File: src/rtl/mdc_stream_join.sv
// mdc_stream_join: NUM_IN independent circular-buffer FIFOs feeding a join
// that emits one concatenated token only when every channel holds data.
// Optional output holding register enabled by defining MDC_STREAM_JOIN_OUTREG_EN.
module mdc_stream_join #(
    parameter int NUM_IN = 2,
    parameter int DATA_W = 32,
    parameter int DEPTH  = 64
) (
    input  logic                                  clock,
    input  logic                                  reset,
    input  logic [NUM_IN*DATA_W-1:0]              in_data,
    input  logic [NUM_IN-1:0]                     in_wr,
    output logic [NUM_IN-1:0]                     in_full,
    output logic [NUM_IN*($clog2(DEPTH)+1)-1:0]   in_level,
    output logic [NUM_IN-1:0]                     overflow,
    output logic [NUM_IN*DATA_W-1:0]              out_data,
    output logic                                  out_wr,
    input  logic                                  out_full,
    output logic [31:0]                           fire_count
);

    localparam int PTR_W = $clog2(DEPTH);
    localparam int CNT_W = $clog2(DEPTH) + 1;

    logic [NUM_IN-1:0]        wr_ok;
    logic [NUM_IN-1:0]        not_empty;
    logic [NUM_IN*DATA_W-1:0] heads;
    logic                     all_avail;
    logic                     pop;
    logic                     accept;

    assign all_avail = &not_empty;

    for (genvar gi = 0; gi < NUM_IN; gi++) begin : g_ch
        logic [DATA_W-1:0] mem [DEPTH];
        logic [PTR_W-1:0]  wp;
        logic [PTR_W-1:0]  rp;
        logic [CNT_W-1:0]  cnt;
        logic              ovf;

        // Full is taken from registered occupancy, so a same-cycle pop
        // never frees room for a write.
        assign in_full[gi]   = (cnt == CNT_W'(DEPTH));
        assign not_empty[gi] = (cnt != '0);
        assign wr_ok[gi]     = in_wr[gi] && !in_full[gi];
        assign overflow[gi]  = ovf;
        assign heads[gi*DATA_W +: DATA_W]   = mem[rp];
        assign in_level[gi*CNT_W +: CNT_W]  = cnt;

        // Storage array: write accepted words at the write pointer.
        always_ff @(posedge clock) begin
            if (wr_ok[gi]) begin
                mem[wp] <= in_data[gi*DATA_W +: DATA_W];
            end
        end

        // Pointers, occupancy and sticky overflow flag.
        always_ff @(posedge clock or posedge reset) begin
            if (reset) begin
                wp  <= '0;
                rp  <= '0;
                cnt <= '0;
                ovf <= 1'b0;
            end else begin
                if (wr_ok[gi]) begin
                    wp <= wp + PTR_W'(1);
                end
                if (pop) begin
                    rp <= rp + PTR_W'(1);
                end
                case ({wr_ok[gi], pop})
                    2'b10:   cnt <= cnt + CNT_W'(1);
                    2'b01:   cnt <= cnt - CNT_W'(1);
                    default: cnt <= cnt;
                endcase
                if (in_wr[gi] && in_full[gi]) begin
                    ovf <= 1'b1;
                end
            end
        end
    end

`ifdef MDC_STREAM_JOIN_OUTREG_EN
    logic [NUM_IN*DATA_W-1:0] ob_data;
    logic                     ob_valid;

    // Loading the holding register is what pops every channel.
    assign pop      = all_avail && (!ob_valid || !out_full);
    assign out_wr   = ob_valid;
    assign out_data = ob_data;

    // One-entry output register: hold until downstream accepts.
    always_ff @(posedge clock or posedge reset) begin
        if (reset) begin
            ob_data  <= '0;
            ob_valid <= 1'b0;
        end else if (pop) begin
            ob_data  <= heads;
            ob_valid <= 1'b1;
        end else if (ob_valid && !out_full) begin
            ob_valid <= 1'b0;
        end
    end
`else
    // Heads are masked while no token is present so idle output reads zero.
    assign out_wr   = all_avail;
    assign out_data = all_avail ? heads : '0;
    assign pop      = all_avail && !out_full;
`endif

    assign accept = out_wr && !out_full;

    // Count tokens handed downstream; wraps naturally at 2^32.
    always_ff @(posedge clock or posedge reset) begin
        if (reset) begin
            fire_count <= '0;
        end else if (accept) begin
            fire_count <= fire_count + 32'd1;
        end
    end

endmodule
File: config.mk
export PLATFORM = sky130hd
export DESIGN_NAME = mdc_stream_join
export DESIGN_NICKNAME = d
export VERILOG_FILES = /design/src/rtl/mdc_stream_join.sv
export SDC_FILE = /design/constraint.sdc
export NUM_CORES = 2
export LEC_CHECK = 0
export CORE_UTILIZATION = 39
export DETAILED_ROUTE_END_ITERATION = 10
export PLACE_DENSITY = 0.55
export SLEW_MARGIN = 20
export SYNTH_ARGS = -nofsm -noshare
export SYNTH_HDL_FRONTEND = slang
export SYNTH_SLANG_ARGS = --single-unit
File: constraint.sdc
create_clock -name clock -period 6.4 [get_ports clock]
set_input_delay 0.64 -clock clock [delete_from_list [all_inputs] [get_ports clock]]
set_output_delay 0.64 -clock clock [all_outputs]
set_load 0.005 [all_outputs]
==> impl_metrics.sql <==
INSERT INTO impl_metrics (metric_group, metric, value, unit) VALUES
('worst_setup_path', 'path_max_fanout', '44', ''),
('detailed_routing', 'finalWirelength', '458000', 'µm'),
('grt', 'grt.met2_usage', '37.2', '%'),
('detailed_routing', 'drt-wirelength-per-cell', '33.9', 'µm'),
('hold_path', 'holdCritPathClass', 'in -> reg', ''),
('clock_network', 'clock_buffer_depth', '4', ''),
('clock_network', 'cts_sinks', '4168', ''),
('detailed_routing', 'detail_route.first_pass.iterations', '8', ''),
('detailed_routing', 'drc', '0', ''),
('grt', 'global_route.peak_usage_layer', 'met2', ''),
('finish', 'final_common_cell', 'edfxtp_1', ''),
('sta', 'final_setup_violation_count', '0', ''),
('logic_synthesis', 'synth_enable_flop_cells', '4096', ''),
('worst_setup_path', 'start_kind', 'register', ''),
('floorplanning', 'floorplan.core_area', '0.407', 'mm²'),
('run', 'drv.max_cap_violation_count', '0', ''),
('grt', 'grt_start_max_net_pins', '105', ''),
('sta', 'timing_max_transition_violations_final', '0', ''),
('grt', 'globalRouteTotalUtil', '21.8', '%'),
('worst_setup_path', 'worstPathRequired', '5760', 'ps'),
('grt', 'grt.met1_usage', '29.1', '%'),
('sta', 'period_needed', '5910', 'ps'),
('detailed_routing', 'num_vias', '78183', ''),
('finish', 'final_area', '0.184', 'mm²'),
('power', 'vdd_drop_max', '346', 'µV'),
('clock_network', 'cts_tree', 'done', ''),
('sta', 'post-route-period-util', '92.4', '%'),
('clock_network', 'cts_setup_buffers', '0', ''),
('power', 'power_leakage', '0.0577', 'µW'),
('sta', 'finalHoldViolCount', '0', ''),
('finish', 'layout.filler_cells', '33913', ''),
('grt', 'grtUsageMet3', '2.92', '%'),
('finish', 'drive_gt1_share', '27.4', '%'),
('floorplanning', 'floorplan.rows', '234', ''),
('logic_synthesis', 'mux_share_of_post_synthesis_cell_area', '15.7', '%'),
('logic_synthesis', 'synth-xor-area-share', '0.361', '%'),
('clock_network', 'post_cts.resized_instances', '0', ''),
('floorplanning', 'die_width', '642', 'µm'),
('placed_design', 'detailed_place.area', '0.171', 'mm²'),
('clock_network', 'clkSlewWorstSetupHoldPaths', '60', 'ps'),
('logic_synthesis', 'synth_cell_types', '72', ''),
('detailed_routing', 'number_of_violations_reported_at_the_end_of_detailed_routing_iteration_0', '8742', ''),
('sta', 'worst_slew_margin_rel', '22.0', '%'),
('finish', 'post_layout_util', '45.3', '%'),
('sta', 'max_slew.worst_pin.slew', '1160', 'ps'),
('finish', 'mostFrequentLayoutCells', '4096 x edfxtp_1, 946 x mux4_2, 437 x clkbuf_16', ''),
('logic_synthesis', 'synthesized_area_divided_by_synthesized_cell_count', '22.5', 'µm²'),
('clock_network', 'cts_htree_levels', '5', ''),
('clock_network', 'clk-insertion-delay-late', '960', 'ps'),
('sta', 'fin_worst_skew', '31.9', 'ps'),
('logic_synthesis', 'synth.largest_area_cell', 'edfxtp_1', ''),
('logic_synthesis', 'netlist_area', '0.160', 'mm²'),
('placed_design', 'place.port_buffers', '183', ''),
('clock_network', 'ctsRootBufferMaster', 'clkbuf_16', ''),
('logic_synthesis', 'synth-adder-area-share', '0.0860', '%'),
('grt', 'via_count_of_the_first_global_routing_pass', '78726', ''),
('finish', 'areaGrowthSynthToFinish', '15.3', '%'),
('floorplanning', 'dieArea', '0.413', 'mm²'),
('grt', 'grt.overflow.total', '0', ''),
('floorplanning', 'io_pins', '184', ''),
('clock_network', 'hold_buffers', '0', ''),
('detailed_routing', 'via_per_inst', '5.79', ''),
('floorplanning', 'die_height', '642', 'µm'),
('finish', 'finish.net_count', '7790', ''),
('status', 'run_status', 'finished clean', ''),
('logic_synthesis', 'yosysTopAreaCellShare', '76.9', '%'),
('logic_synthesis', 'fraction_of_the_mapped_netlist_area_in_compound_gates', '3.14', '%'),
('placed_design', 'dpl.hpwl', '276000', 'µm'),
('clock_network', 'tritoncts.num_buffers', '425', ''),
('worst_setup_path', 'crit_arrival', '5270', 'ps'),
('worst_setup_path', 'critical_path_class', 'reg -> out', '');
[kinds of logic after synthesis]
| family | count (synthesis) |
|---|---|
| fa+ha+maj | 11 |
| compound gates | 691 |
| flops | 4168 |
| simple gates | 426 |
| buf+inv | 428 |
| xor+xnor | 66 |
| mux | 1322 |
[sequential cells by signal, indices dropped and copies added (netlist names)]
register / flops
g_ch.mem: 4096
fire_count: 32
g_ch.cnt: 14
g_ch.rp: 12
g_ch.wp: 12
g_ch.ovf: 2
[power by group]
group | switching [µW] | leakage (µW) | internal, µW
combinational | 15500 | 0.0135 | 10500
sequential | 939 | 0.0377 | 31100
clock | 10400 | 0.00648 | 13600
[final timing paths]
kind	startpoint	end	slack (ps)	cells after the start
min in group asynchronous	reset	fire_count[17]$_DFFE_PP0P_	90	2
max	g_ch[0].cnt[1]$_DFFE_PP0P_	out_data[60]	490	7
min reg2reg	g_ch[0].ovf$_DFFE_PP0P_	g_ch[0].ovf$_DFFE_PP0P_	470	1
min	in_data[38]	g_ch[1].mem[28][6]$_DFFE_PP_	80	1
max in group asynchronous	reset	g_ch[0].rp[4]$_DFFE_PP0P_	5090	3
max reg2reg	g_ch[0].cnt[1]$_DFFE_PP0P_	g_ch[0].mem[2][1]$_DFFE_PP_	2330	6
[cell usage after synthesis (7+ instances only)]
master and number:
mux2i_1 356, clkbuf_1 160, a22o_1 50, and3_1 7
nand2_1 84, o221ai_1 46, nor3_1 24, mux4_2 946
o211ai_1 33, nand4_1 17, a22oi_1 68, nor2b_1 36
inv_1 14, mux2_2 20, a211oi_1 114, buf_1 26
xor2_1 28, o21ai_1 15, o22ai_1 136, edfxtp_1 4096
buf_6 26, a221oi_1 9, a211o_1 13, buf_2 127
nand3_1 24, and2_1 8, buf_4 70, a222oi_1 15
dfrtp_1 72, o21ai_0 43, a2111oi_0 18, nand2b_1 10
o2bb2ai_1 22, nor2_1 164, a31oi_1 9, ha_1 11
a21oi_1 56, xnor2_1 38, nand3b_1 11
[routing by layer]
layer	vias up	share of wire (%)	wire length (µm)
met4	14	3.5	16100
li1	31641	-	-
met2	3088	50	231000
met1	42776	40	182000
met5	-	0.021	98
met3	664	6.3	29000
[critical path, stage by stage, from the launching register on]
cell             delay, ps
dfrtp_1                530
nor2_1                 150
nand3b_1               440
nand2_4                590
buf_4                  530
a211oi_1               940
a22o_1                 420
clkdlybuf4s50_1        560
[through the flow]
stage	hold slack, ps	worst slack [ps]	setup TNS [ps]	std cells	total power, µW
3_3_place_gp	443	-103	-103	12678	58500
2_1_floorplan	429	2990	0	7112	46600
5_1_grt	53.1	221	0	13494	84300
3_5_place_dp	452	1420	0	12709	58800
6_report	77.2	487	0	13503	81900
4_1_cts	1.96	328	0	13490	82700
[cell type report]
cell class | instances | area (µm²) | share of cell area [%]
antenna | 11 | 27.5 | 0.0149
clock buffer | 549 | 11400 | 6.18
clock inverter | 232 | 1890 | 1.02
inverter | 15 | 58.8 | 0.0319
multi-input combinational | 2516 | 34100 | 18.5
sequential | 4168 | 125000 | 67.7
tap | 5428 | 6790 | 3.68
timing repair buffer | 584 | 5310 | 2.88
(Power assumes the default switching activity.)
